==> config.mk <==
export PLATFORM = sky130hd
export DESIGN_NAME = branch_resolve_queue
export DESIGN_NICKNAME = d
export VERILOG_FILES = /design/src/rtl/branch_resolve_queue.sv
export SDC_FILE = /design/constraint.sdc
export NUM_CORES = 1
export LEC_CHECK = 0
export ABC_AREA = 1
export CORE_MARGIN = 2
export CORE_UTILIZATION = 30
export CTS_CLUSTER_SIZE = 20
export DETAILED_ROUTE_END_ITERATION = 8
export GPL_ROUTABILITY_DRIVEN = 0
export PLACE_DENSITY_LB_ADDON = 0.15
export SLEW_MARGIN = 10
export SYNTH_ARGS = -nofsm -noshare
export SYNTH_HDL_FRONTEND = slang
export SYNTH_SLANG_ARGS = --single-unit
==> constraint.sdc <==
create_clock -name clock -period 2.7 [get_ports clock]
set_input_delay 0.54 -clock clock [delete_from_list [all_inputs] [get_ports clock]]
set_output_delay 0.54 -clock clock [all_outputs]
set_load 0.03 [all_outputs]
==> src/rtl/branch_resolve_queue.sv <==
// In-order queue of in-flight branch predictions, matched to outcomes; one registered update per resolve (1 cycle after outcome).
// pred_ready low only when full (excess pushes dropped, overflow sticky); BRQ_STATS_EN builds saturating hit/miss counters.
module branch_resolve_queue #(
  parameter int n          = 32,
  parameter int depth_log2 = 3,
  parameter int cnt_w      = 32
) (
  input  logic                  clock,
  input  logic                  reset,
  input  logic                  pred_valid,
  input  logic [n-1:0]          pred_PC,
  input  logic                  prediction,
  input  logic                  prediction_ph,
  input  logic                  prediction_gh,
  output logic                  pred_ready,
  input  logic                  outcome_valid,
  input  logic                  outcome,
  input  logic                  flush,
  output logic                  update_valid,
  output logic [n-1:0]          update_PC,
  output logic                  fix_result,
  output logic [1:0]            chooser_dir,
  output logic                  update_hit,
  output logic [depth_log2:0]   occupancy,
  output logic                  overflow,
  output logic                  underflow,
  output logic [cnt_w-1:0]      hit_count,
  output logic [cnt_w-1:0]      miss_count
);

  localparam int DEPTH = 1 << depth_log2;
  localparam logic [depth_log2-1:0] PTR_ONE  = 1;
  localparam logic [depth_log2:0]   OCC_ONE  = 1;
  localparam logic [depth_log2:0]   OCC_FULL = (depth_log2 + 1)'(DEPTH);

  typedef struct packed {
    logic [n-1:0] pc;
    logic         pred;
    logic         ph;
    logic         gh;
  } entry_t;

  entry_t entry_mem [DEPTH];

  logic [depth_log2-1:0] head_q, head_d, tail_q, tail_d;
  logic [depth_log2:0]   occ_q, occ_d;
  logic                  upd_vld_q, upd_vld_d;
  logic [n-1:0]          upd_pc_q, upd_pc_d;
  logic                  fix_q, fix_d;
  logic [1:0]            dir_q, dir_d;
  logic                  hit_q, hit_d;
  logic                  ovf_q, ovf_d;
  logic                  udf_q, udf_d;

  logic   push, pop, empty;
  entry_t wr_entry, rd_entry;
  logic   gh_ok, ph_ok, rd_hit;

  assign empty      = (occ_q == '0);
  assign pred_ready = (occ_q != OCC_FULL);
  // flush squashes same-cycle push/pop; the pop needs entries already resident
  assign push       = pred_valid & pred_ready & ~flush;
  assign pop        = outcome_valid & ~empty & ~flush;

  assign wr_entry = '{pc: pred_PC, pred: prediction, ph: prediction_ph, gh: prediction_gh};
  assign rd_entry = entry_mem[head_q];
  assign gh_ok    = (rd_entry.gh == outcome);
  assign ph_ok    = (rd_entry.ph == outcome);
  assign rd_hit   = (rd_entry.pred == outcome);

  always_comb begin
    head_d    = head_q;
    tail_d    = tail_q;
    occ_d     = occ_q;
    upd_vld_d = pop;
    upd_pc_d  = upd_pc_q;
    fix_d     = fix_q;
    dir_d     = dir_q;
    hit_d     = hit_q;
    ovf_d     = ovf_q | (pred_valid & ~pred_ready & ~flush);
    udf_d     = udf_q | (outcome_valid & empty & ~flush);
    if (flush) begin
      head_d = '0;
      tail_d = '0;
      occ_d  = '0;
    end else begin
      if (push) tail_d = tail_q + PTR_ONE;
      if (pop)  head_d = head_q + PTR_ONE;
      case ({push, pop})
        2'b10:   occ_d = occ_q + OCC_ONE;
        2'b01:   occ_d = occ_q - OCC_ONE;
        default: occ_d = occ_q;
      endcase
    end
    if (pop) begin
      upd_pc_d = rd_entry.pc;
      fix_d    = outcome;
      // bit0: only gshare was right, bit1: only pshare was right
      dir_d    = {ph_ok & ~gh_ok, gh_ok & ~ph_ok};
      hit_d    = rd_hit;
    end
  end

  always_ff @(posedge clock or posedge reset) begin
    if (reset) begin
      head_q    <= '0;
      tail_q    <= '0;
      occ_q     <= '0;
      upd_vld_q <= 1'b0;
      upd_pc_q  <= '0;
      fix_q     <= 1'b0;
      dir_q     <= 2'b00;
      hit_q     <= 1'b0;
      ovf_q     <= 1'b0;
      udf_q     <= 1'b0;
    end else begin
      head_q    <= head_d;
      tail_q    <= tail_d;
      occ_q     <= occ_d;
      upd_vld_q <= upd_vld_d;
      upd_pc_q  <= upd_pc_d;
      fix_q     <= fix_d;
      dir_q     <= dir_d;
      hit_q     <= hit_d;
      ovf_q     <= ovf_d;
      udf_q     <= udf_d;
    end
  end

  always_ff @(posedge clock) begin
    if (push) entry_mem[tail_q] <= wr_entry;
  end

`ifdef BRQ_STATS_EN
  localparam logic [cnt_w-1:0] CNT_ONE = 1;
  logic [cnt_w-1:0] hit_cnt_q, hit_cnt_d, miss_cnt_q, miss_cnt_d;

  always_comb begin
    hit_cnt_d  = hit_cnt_q;
    miss_cnt_d = miss_cnt_q;
    if (pop && rd_hit && (hit_cnt_q != '1))    hit_cnt_d  = hit_cnt_q + CNT_ONE;
    if (pop && !rd_hit && (miss_cnt_q != '1))  miss_cnt_d = miss_cnt_q + CNT_ONE;
  end

  always_ff @(posedge clock or posedge reset) begin
    if (reset) begin
      hit_cnt_q  <= '0;
      miss_cnt_q <= '0;
    end else begin
      hit_cnt_q  <= hit_cnt_d;
      miss_cnt_q <= miss_cnt_d;
    end
  end

  assign hit_count  = hit_cnt_q;
  assign miss_count = miss_cnt_q;
`else
  assign hit_count  = '0;
  assign miss_count = '0;
`endif

  assign update_valid = upd_vld_q;
  assign update_PC    = upd_pc_q;
  assign fix_result   = fix_q;
  assign chooser_dir  = dir_q;
  assign update_hit   = hit_q;
  assign occupancy    = occ_q;
  assign overflow     = ovf_q;
  assign underflow    = udf_q;

endmodule

== After elaboration in Yosys (flattened, before gate mapping) ==
Memory sizes are Yosys's and may differ from the RTL's.
Cells that the tools add are included.

* Reductions and logical operators: 4
* Add/subtract/negate cells: 4
* Mux-type cells: 8
* Eq/ne operators: 6
* Bitwise logic cells: 17

{| class="wikitable"
|+ Operator list
! operator !! count
|-
| 2-to-1 mux 3 bit || 4
|-
| AND 1 bit || 10
|-
| one-hot mux 4 bit (2 select lines) || 1
|-
| adder 3 x 1 -> 3 bit, second input constant || 2
|-
| NOT 1 bit || 5
|-
| adder 4 x 1 -> 4 bit, second input constant || 1
|-
| zero test 4 bit || 1
|-
| 2-to-1 mux 4 bit || 1
|-
| inequality test 4 bit, second input constant || 1
|-
| nonzero test 2 bit || 2
|-
| subtractor 4 x 1 -> 4 bit, second input constant || 1
|-
| equality test 1 bit || 3
|-
| nonzero test 3 bit || 1
|-
| equality test 2 x 1 -> 1 bit, second input constant || 1
|-
| equality test 2 bit, second input constant || 1
|-
| 2-to-1 mux 1 bit || 2
|-
| OR 1 bit || 2
|}

* Memory bits (writable): 280
* Memories: 1
* Flip-flop bits (word level): 49
* Input bits: 41

{| class="wikitable"
|+ Memories
! name !! depth !! bits a word !! rd ports !! clocked after memory_dff !! wr ports !! line !! source
|-
| entry_mem || 8 || 35 || 1 || 0 || 1 || 43 || <nowiki>entry_t entry_mem [DEPTH];</nowiki>
|}

== Logic depth before layout (Yosys ltp) ==
* Depth in word-level cells: 7
* Depth in mapped cells: 14
* Gate-level depth less buffers: 14

== Least setup slack after synthesis ==
OpenSTA, ideal clock, no wires.

* Path kind: reg2reg
* Start point: register occ_q[0] (netlist: occupancy[0])
* End point: memory entry_mem[0][0] (netlist name), enable pin
* Slack: -0.444 ns
* Path buffers: 0
* Setup time: 0.427 ns
* Data required time: 2.273 ns
* Cell stages (with the launch flop): 7
* Arrival time: 2.717 ns
* Period minus slack after synthesis: 3.144 ns
* Path through: dfrtp_1 -> nor2_4 -> nand2_2 -> nand2_2 -> inv_1 -> nand2_1 -> nor2_1

* Word-level cells in the longest chain between the ends: 5

{| class="wikitable"
|+ Ends and longest elaborated chain
! element !! line !! source
|-
| from (decl) || 46 || <nowiki>logic [depth_log2:0] occ_q, occ_d;</nowiki>
|-
| from (signal assigned) || 108 || <nowiki>occ_q <= '0;</nowiki>
|-
| from (signal assigned) || 119 || <nowiki>occ_q <= occ_d;</nowiki>
|-
| inequality test 4 bit || 60 || <nowiki>assign pred_ready = (occ_q != OCC_FULL);</nowiki>
|-
| via pred_ready || 15 || <nowiki>output logic pred_ready,</nowiki>
|-
| AND 1 bit (2 in series) || 62 || <nowiki>assign push = pred_valid & pred_ready & ~flush;</nowiki>
|-
| 2-to-1 mux 1 bit || 131 || <nowiki>if (push) entry_mem[tail_q] <= wr_entry;</nowiki>
|-
| 2-to-1 mux 1 bit (implied by the code) || 131 ||
|-
| to (decl) || 43 ||
|}

The timed path passes the listed nets, and every way through them passes these cells.

== Worst setup path in the final report ==
* Start point: register occ_q[0] (netlist: occupancy[0])
* End point: output port pred_ready

* Word-level cells in the longest chain between the ends: 1

{| class="wikitable"
|+ Ends and longest elaborated chain
! element !! line
|-
| inequality test 4 bit || 60
|-
| to (decl) || 15
|}

No other way between the ends.

==> flow_summary.toml <==
[global_route]
grt-ovfl-total = 0
initial_antenna_violation_count = 0
pin_count_of_the_biggest_net_entering_global_routing = 76
first_global_vias = 8163
grt_pass1_wl_um = 51720
groute.usage.overall_pct = 14.75

[drt]
drc = 0
drt-pass1-iter-count = 4
vias_per_cell = 4.623
detail_route.wl_per_cell_um = 18.82
detailedRoute.firstIterationViolations = 492
wirelength_um = 33240
route.vias.total = 8164
ant_nets = 0

[cells_and_area]
area_growth_pct = 21.16
finish.instance_area_um2 = 16130
fillerInstances = 4285
ant_diodes = 0
finish.net_count = 1190
drive_gt1_share_pct = 10.56
final-instance-count-excl-fill = 1766

[place]
placedInstanceArea_um2 = 14930
placement.io_buffers = 84
place.detailed.instances = 1697
dp_hpwl_um = 19480

[synth]
ys_dominant_reg_cell = "sky130_fd_sc_hd__edfxtp_1"
synth-warning-count = 0
mappedNetlistArea_um2 = 13310
synth_cells = 1042
seq_area_frac_synth_pct = 72.36
yosysTopAreaCell = "sky130_fd_sc_hd__edfxtp_1"
synthDistinctLibCells = 33
syn_area_per_cell_um2 = 12.78
post-synth-top-area-fraction_pct = 63.15
synth_enable_flop_cells = 280
ys_seq_elements = 329
async_flop_share_pct = 14.89
netlist_top_cells_area = "sky130_fd_sc_hd__edfxtp_1, sky130_fd_sc_hd__dfrtp_1, sky130_fd_sc_hd__o21ai_0, sky130_fd_sc_hd__nor2_1, sky130_fd_sc_hd__buf_4"

[cts]
cts_tree = "done"
post_cts.repair.setup_buffers = 0
numCtsBuffers = 38
clock_tree.root_cell = "sky130_fd_sc_hd__clkbuf_16"
htree_num_levels = 2
clk_transition_reported_paths_ns = 0.05
cts.hold.buffers_added = 0
clkLatencyLatePin_ns = 0.54
cts_num_sinks = 329
clk_path_buf_depth = 3
ctsResizeCount = 0

[floorplanning]
io_pins = 149
dieWidth_um = 214.7
floorplan.rows = 77
die-area_um2 = 46080
die_h_um = 214.7
placeableCoreArea_um2 = 44030
floorplan.initialDensity_pct = 30.24

[setup_path]
critical_path.endpoint_type = "primary output"
cp.required_ns = 2.16
crit_path_max_fanout = 6
cp_arrival_ns = 1.93
criticalPathCategory = "flop to primary output"
critPathLaunchType = "flop"

[sta]
hold_ws_ns = 0.3990
maxSlewHeadroom_pct = 47.43
setup-tns-final_ns = 0
period_needed_ns = 2.473
finalClockSkew_ns = 0.01514
finalMaxSlewViolations = 0
rsz0062_at_grt = "false"
fmaxAchievable_ghz = 0.4044
final_min_period_over_clock_period_pct = 91.58
finalHoldViolations = 0
worstMarginPinSlew_ns = 0.7874
setup-violations-final = 0

[pwr]
post-layout-total-power_mw = 15.25
total_leakage_power_nw = 5.678
p_per_area_nw_per_um2 = 945.2
irDropWorstVdd_mv = 0.4672

[hold_path]
type_of_the_worst_min_delay_path = "primary input to asynchronous set/reset pin"

[run]
drv_cap = 0

[status]
run_status = "completed"
==> power by group <==
part | leakage, nW | switching [mW] | internal (mW)
logic | 1.95 | 2.66 | 1.36
registers | 3.14 | 0.295 | 5.95
clock network | 0.589 | 1.98 | 2.99
total | 5.68 | 4.94 | 10.3
==> sequential cells by signal, summed over array words and instances (netlist names) <==
signal	cells
occupancy	4
fix_result	1
overflow	1
chooser_dir	2
head_q	3
entry_mem	280
update_hit	1
update_valid	1
tail_q	3
underflow	1
update_PC	32
==> cell usage after synthesis (all sizes together), types with 3 or more instances <==
library cell  number
buf               98
clkbuf            26
inv               21
o221ai            48
dfrtp             49
o21ai            168
edfxtp           280
a21oi              3
nor2             171
nand3             36
o211ai             4
o22ai             16
nand2            113
ha                 4
==> layer usage <==
layer	part of all wire (%)	track usage, %	up-vias	wire length, um
met3	3.8	2.794	42	1266
li1	-	-	3855	-
met2	47	23.96	191	15560
met5	0	0	-	0
met1	48	20.33	4076	15800
met4	1.8	3.704	0	613
==> placed cells by master, fill, tap and decap left out, types with 2 or more instances in the layout <==
master,instances
sky130_fd_sc_hd__dfrtp_1,47
sky130_fd_sc_hd__o21ai_1,26
sky130_fd_sc_hd__o22ai_1,16
sky130_fd_sc_hd__clkdlybuf4s50_1,84
sky130_fd_sc_hd__inv_4,2
sky130_fd_sc_hd__clkinv_2,5
sky130_fd_sc_hd__o221ai_1,48
sky130_fd_sc_hd__a21oi_1,2
sky130_fd_sc_hd__edfxtp_1,280
sky130_fd_sc_hd__nand2_1,108
sky130_fd_sc_hd__nor2_4,10
sky130_fd_sc_hd__nor2_1,160
sky130_fd_sc_hd__nand2_2,4
sky130_fd_sc_hd__inv_2,6
sky130_fd_sc_hd__o21ai_0,141
sky130_fd_sc_hd__clkbuf_16,39
sky130_fd_sc_hd__clkbuf_1,14
sky130_fd_sc_hd__buf_12,18
sky130_fd_sc_hd__clkbuf_8,5
sky130_fd_sc_hd__o211ai_1,3
sky130_fd_sc_hd__inv_1,13
sky130_fd_sc_hd__ha_1,4
sky130_fd_sc_hd__buf_4,22
sky130_fd_sc_hd__conb_1,64
sky130_fd_sc_hd__nand3_1,35
sky130_fd_sc_hd__bufinv_16,2
sky130_fd_sc_hd__clkinv_1,2
==> metrics by stage <==
step                      setup WS (ns)  util (%)
after CTS                        0.1781     36.64
after floorplan                 -0.4440         -
after global placement           0.2270     33.90
final                            0.2273     36.64
after detailed placement         0.2079     33.90
after global routing             0.1112     36.64
==> path summary, 6_finish.rpt <==
kind	start	endpoint	slack, ns	cells after the start
hold / removal	reset	chooser_dir[1]$_DFFE_PP0P_	0.40	3
min in group clock	overflow$_DFF_PP0_	overflow$_DFF_PP0_	0.47	1
max in group asynchronous	reset	update_PC[23]$_DFFE_PP0P_	2.02	3
hold reg to reg	overflow$_DFF_PP0_	overflow$_DFF_PP0_	0.47	1
setup reg to reg	head_q[0]$_DFFE_PP0P_	update_PC[25]$_DFFE_PP0P_	0.73	6
setup / recovery	occupancy[0]$_DFFE_PP0P_	pred_ready	0.23	3
==> cell type report <==
type                       instances  area, um2  area share, %
clock buffer                      58       1097          6.802
clock inverter                    11      108.9         0.6748
inverter                          21      83.83         0.5197
multi-input combinational        631       3095          19.19
sequential                       329       9639          59.75
tap                              592      740.7          4.592
timing repair buffer             124       1366          8.470
==> worst max-delay path: stages, from the launching register on <==
cell and delay (ns):
sky130_fd_sc_hd__dfrtp_1 0.47, sky130_fd_sc_hd__nor2_4 0.21, sky130_fd_sc_hd__nand2_2 0.11, sky130_fd_sc_hd__clkdlybuf4s50_1 0.60
==> kinds of logic (layout without fill, tap and decap cells) <==
kind of cell	count (synthesis)	in the layout	synth area share, %
simple gates	321	321	9.717
compound gates	241	241	10.84
xor+xnor	1	1	0.06580
buf+inv	145	214	6.616
flops	329	329	72.36
fa+ha+maj	4	4	0.3759
other cells	1	64	0.02817
(Power assumes the default switching activity.)
==> RTL edit 1: new RTL, same settings <==
The parameter `depth_log2` goes from 3 to 4.
--- a/src/rtl/branch_resolve_queue.sv
+++ b/src/rtl/branch_resolve_queue.sv
@@ -2,7 +2,7 @@
 // pred_ready low only when full (excess pushes dropped, overflow sticky); BRQ_STATS_EN builds saturating hit/miss counters.
 module branch_resolve_queue #(
   parameter int n          = 32,
-  parameter int depth_log2 = 3,
+  parameter int depth_log2 = 4,
   parameter int cnt_w      = 32
 ) (
   input  logic                  clock,
Ports: changed (resized occupancy); port bits go from 149 to 150. The function was not compared with the original's and may differ.
==> RTL edit 1 against the unedited design <==
Power rose by 77%. Fmax rose by 4.7%. Final cell count rose by 76%. Sequential cell count rose by 283. Critical path type unchanged. Synthesized cell count rose by 79%. Register-to-register slack got worse by 0.36 ns. Synthesized area rose by 84%. Wire length rose by 110%. Final area rose by 82%. Worst setup slack improved by 0.11 ns. Sequential power rose by 78%. Largest power group unchanged.
==> RTL edit 1: results (changes against the unedited design) <==
{| class="wikitable"
! Metric !! Value
|-
| Largest stage delay on the critical path || 0.73 ns (was 0.60 ns)
|-
| Count of multi-input combinational gates || 1,081 (was 631)
|-
| Total length of routed wires || 69.7 mm (was 33.2 mm)
|-
| Uppermost layer routed || met5 (was met4)
|-
| Wire length of the first global-routing pass || 104 mm (was 51.7 mm)
|-
| Beginning of the critical path || occupancy[2]$_DFFE_PP0P_ (was occupancy[0]$_DFFE_PP0P_)
|-
| Maximum vdd drop || 0.457 mV (was 0.467 mV)
|-
| Routed length on met1 || 31.9 mm (was 15.8 mm)
|-
| Arrival time of data at the critical path endpoint || 1.82 ns (was 1.93 ns)
|-
| Worst flop-to-flop path endpoint || update_PC[15]$_DFFE_PP0P_ (was update_PC[25]$_DFFE_PP0P_)
|-
| Fillcell total || 7,723 (was 4,285)
|-
| Met2 wire length || 33.7 mm (was 15.6 mm)
|-
| Number of H-tree levels || 3 (was 2)
|-
| Port buffer count || 85 (was 84)
|-
| Status || completed (unchanged)
|-
| CP Capture Point || occupancy[2] (was pred_ready)
|-
| Setup slack after placement || 0.0674 ns (was 0.208 ns)
|-
| Number of synthesized flops with an enable pin || 560 (was 280)
|-
| Slack of the worst reg-to-reg path || 0.37 ns (was 0.73 ns)
|-
| Starting DRC count in detailed routing || 1,133 (was 492)
|-
| Total met3 wirelength after detailed routing || 2.83 mm (was 1.27 mm)
|-
| Cell count after placement || 2,983 (was 1,697)
|-
| Post-placement cell area || 27,000 sq um (was 14,900 sq um)
|-
| Async SR Flop Fraction || 8.50% (was 14.9%)
|-
| Hold Slack || 0.218 ns (was 0.399 ns)
|-
| Leakage power || 10.1 nW (was 5.68 nW)
|-
| Pwr per Cell Area || 919 nW/um^2 (was 945 nW/um^2)
|-
| Via count of the first global-routing pass || 15,300 (was 8,163)
|}
RTL edit 1: cell count changes after synthesis, moves of 15 or more:
cell                       unedited run  this run
sky130_fd_sc_hd__nor2_1             168       217
sky130_fd_sc_hd__o21ai_1             26        43
sky130_fd_sc_hd__o21ai_0            141       186
sky130_fd_sc_hd__edfxtp_1           280       560
sky130_fd_sc_hd__buf_2               18        33
sky130_fd_sc_hd__a211oi_1             0        25
sky130_fd_sc_hd__a21oi_1              2       133
sky130_fd_sc_hd__nand2_1            108       231
sky130_fd_sc_hd__o22ai_1             16        73
sky130_fd_sc_hd__inv_1               16        57
sky130_fd_sc_hd__clkbuf_1            26        56
RTL edit 1: cells by family after synthesis:
| kind of cell | Yosys count | synth area share [%] |
|---|---|---|
| simple gates | 485 | 7.71 |
| other cells | 1 | 0.0153 |
| compound gates | 525 | 12.4 |
| buf+inv | 240 | 5.36 |
| fa+ha+maj | 7 | 0.358 |
| flops | 612 | 74.1 |
==> RTL edit 2: new RTL, config.mk and constraints unchanged <==
Without the edit above. Put a register stage on the output `pred_ready`, cleared by the reset. The value now appears one clock later. The other outputs are not delayed to match.
--- a/src/rtl/branch_resolve_queue.sv
+++ b/src/rtl/branch_resolve_queue.sv
@@ -40,6 +40,8 @@
     logic         gh;
   } entry_t;
 
+  logic pred_ready_d;
+
   entry_t entry_mem [DEPTH];
 
   logic [depth_log2-1:0] head_q, head_d, tail_q, tail_d;
@@ -57,9 +59,9 @@
   logic   gh_ok, ph_ok, rd_hit;
 
   assign empty      = (occ_q == '0);
-  assign pred_ready = (occ_q != OCC_FULL);
+  assign pred_ready_d = (occ_q != OCC_FULL);
   // flush squashes same-cycle push/pop; the pop needs entries already resident
-  assign push       = pred_valid & pred_ready & ~flush;
+  assign push       = pred_valid & pred_ready_d & ~flush;
   assign pop        = outcome_valid & ~empty & ~flush;
 
   assign wr_entry = '{pc: pred_PC, pred: prediction, ph: prediction_ph, gh: prediction_gh};
@@ -77,7 +79,7 @@
     fix_d     = fix_q;
     dir_d     = dir_q;
     hit_d     = hit_q;
-    ovf_d     = ovf_q | (pred_valid & ~pred_ready & ~flush);
+    ovf_d     = ovf_q | (pred_valid & ~pred_ready_d & ~flush);
     udf_d     = udf_q | (outcome_valid & empty & ~flush);
     if (flush) begin
       head_d = '0;
@@ -168,5 +170,13 @@
   assign overflow     = ovf_q;
   assign underflow    = udf_q;
 
+  always_ff @(posedge clock or posedge reset) begin
+    if (reset) begin
+      pred_ready <= '0;
+    end else begin
+      pred_ready <= pred_ready_d;
+    end
+  end
+
 endmodule
 
Check against the original RTL: not equivalent (Yosys sat finds a counterexample within 4 cycles, from zero or initial values and one cycle with reset high).
==> RTL edit 2 against the unedited design <==
Count of clock-buffer cells in the layout fell by 3. Synthesized area fell by 0.49%. Wire length barely moved. Worst setup slack improved by 0.23 ns. Sequential cell count rose by 1. Clock skew rose by 0.0022 ns. Final area fell by 0.99%. Power fell by 1.1%. Critical endpoint is now occupancy[0]. Largest cell class unchanged.
==> RTL edit 2: results (changes against the unedited design) <==
{| class="wikitable"
! Metric !! Value
|-
| Status || completed (unchanged)
|-
| Finished layout cell area || 16,000 sq um (was 16,100 sq um)
|-
| Wire length of the first global-routing pass || 51.6 mm (was 51.7 mm)
|-
| Number of detailed-routing iterations run before antenna repair || 5 (was 4)
|-
| GRT Util Overall || 14.5% (was 14.7%)
|-
| Cell count after placement || 1,677 (was 1,697)
|-
| Gate count of the mapped netlist || 1,031 (was 1,042)
|-
| Count of different cell masters after synthesis || 29 (was 33)
|-
| Leakage power || 5.61 nW (was 5.68 nW)
|-
| Largest net degree at the start of global routing || 93 (was 76)
|-
| Worst Tran Pin Value || 0.530 ns (was 0.787 ns)
|-
| Final-stage net count || 1,176 (was 1,190)
|-
| Worst setup skew after layout || 0.0174 ns (was 0.0151 ns)
|-
| Maximum fanout encountered on the critical timing path || 6 (unchanged)
|-
| Arrival time of data at the critical path endpoint || 1.71 ns (was 1.93 ns)
|-
| Worst flop-to-flop path endpoint || entry_mem[2][24]$_DFFE_PP_ (was update_PC[25]$_DFFE_PP0P_)
|-
| Starting DRC count in detailed routing || 605 (was 492)
|-
| Highest achievable clock rate || 445 MHz (was 404 MHz)
|-
| Leading cell types by total area after synthesis || sky130_fd_sc_hd__edfxtp_1, sky130_fd_sc_hd__dfrtp_1, sky130_fd_sc_hd__o21ai_0 (unchanged)
|-
| Routed via count || 8,089 (was 8,164)
|-
| R2R Path Start || occupancy[0]$_DFFE_PP0P_ (was head_q[0]$_DFFE_PP0P_)
|-
| Setup slack after placement || 0.00830 ns (was 0.208 ns)
|-
| Async SR Flop Fraction || 15.2% (was 14.9%)
|-
| Sequential area share after synthesis || 72.9% (was 72.4%)
|-
| Detailed-placement wirelength estimate || 19.8 mm (was 19.5 mm)
|-
| Top cells by count, synth || sky130_fd_sc_hd__edfxtp_1, sky130_fd_sc_hd__nor2_1, sky130_fd_sc_hd__o21ai_0 (unchanged)
|-
| Fillcell total || 4,201 (was 4,285)
|-
| Vias per inst || 4.65 (was 4.62)
|-
| Depth of the worst register-to-register path || 7 (was 6)
|-
| Num CTS Buffers || 37 (was 38)
|-
| Maximum vdd drop || 0.411 mV (was 0.467 mV)
|-
| Fraction of final layout cells with drive strength greater than 1 || 9.52% (was 10.6%)
|-
| Total length of routed wires || 33.2 mm (about the same)
|-
| Largest stage delay on the critical path || 0.73 ns (was 0.60 ns)
|-
| Via count of the first global-routing pass || 8,209 (was 8,163)
|}
==> RTL edit 2: kinds of logic (layout without fill, tap and decap cells) <==
family                   Yosys count  in the layout  share of synthesized area (%)
buffers and inverters            144            206                           6.47
flip-flops                       330            330                           72.9
AND/OR/NAND/NOR                  313            313                           9.40
adder cells (fa/ha/maj)            4              4                          0.378
XOR/XNOR                           2              2                          0.132
other                              1             64                         0.0283
AO/OA/AOI/OAI                    237            237                           10.7
==> RTL edit 2: layout make-up <==
cell class | instances | area share [%]
repair buffers | 121 | 8.41
multi-input cells | 620 | 19.0
clock inverters | 9 | 0.556
flip-flops and latches | 330 | 60.5
well taps | 585 | 4.58
clock buffers | 55 | 6.47
inverters | 21 | 0.509
==> RTL edit 2: layer usage <==
layer / vias up / wire length, microns / part of all wire [%] / GRT usage [%]
met5: - / 0 / 0 / 0
met2: 215 / 15200 / 46 / 23.1
li1: 3805 / - / - / -
met3: 39 / 1410 / 4.2 / 2.24
met1: 4030 / 16100 / 48 / 20.9
met4: 0 / 513 / 1.5 / 3.47
==> RTL edit 2: worst min path at each step <==
stage,startpoint,endpoint,slack (ns),cells past startpoint
after floorplan,tail_q[0]$_DFFE_PP0P_,tail_q[0]$_DFFE_PP0P_,0.55,2
after global placement,update_PC[4]$_DFFE_PP0P_,update_PC[4]$_DFFE_PP0P_,0.46,2
after detailed placement,update_PC[0]$_DFFE_PP0P_,update_PC[0]$_DFFE_PP0P_,0.47,2
after CTS,reset,chooser_dir[0]$_DFFE_PP0P_,0.35,2
after global routing,reset,chooser_dir[0]$_DFFE_PP0P_,0.40,2
final,reset,chooser_dir[0]$_DFFE_PP0P_,0.35,2
==> RTL edit 2: where the power goes <==
part	switching (mW)	internal [mW]	total [mW]
registers	0.237	5.98	6.21
clock network	1.98	2.75	4.73
logic	2.73	1.40	4.13
total	4.95	10.1	15.1
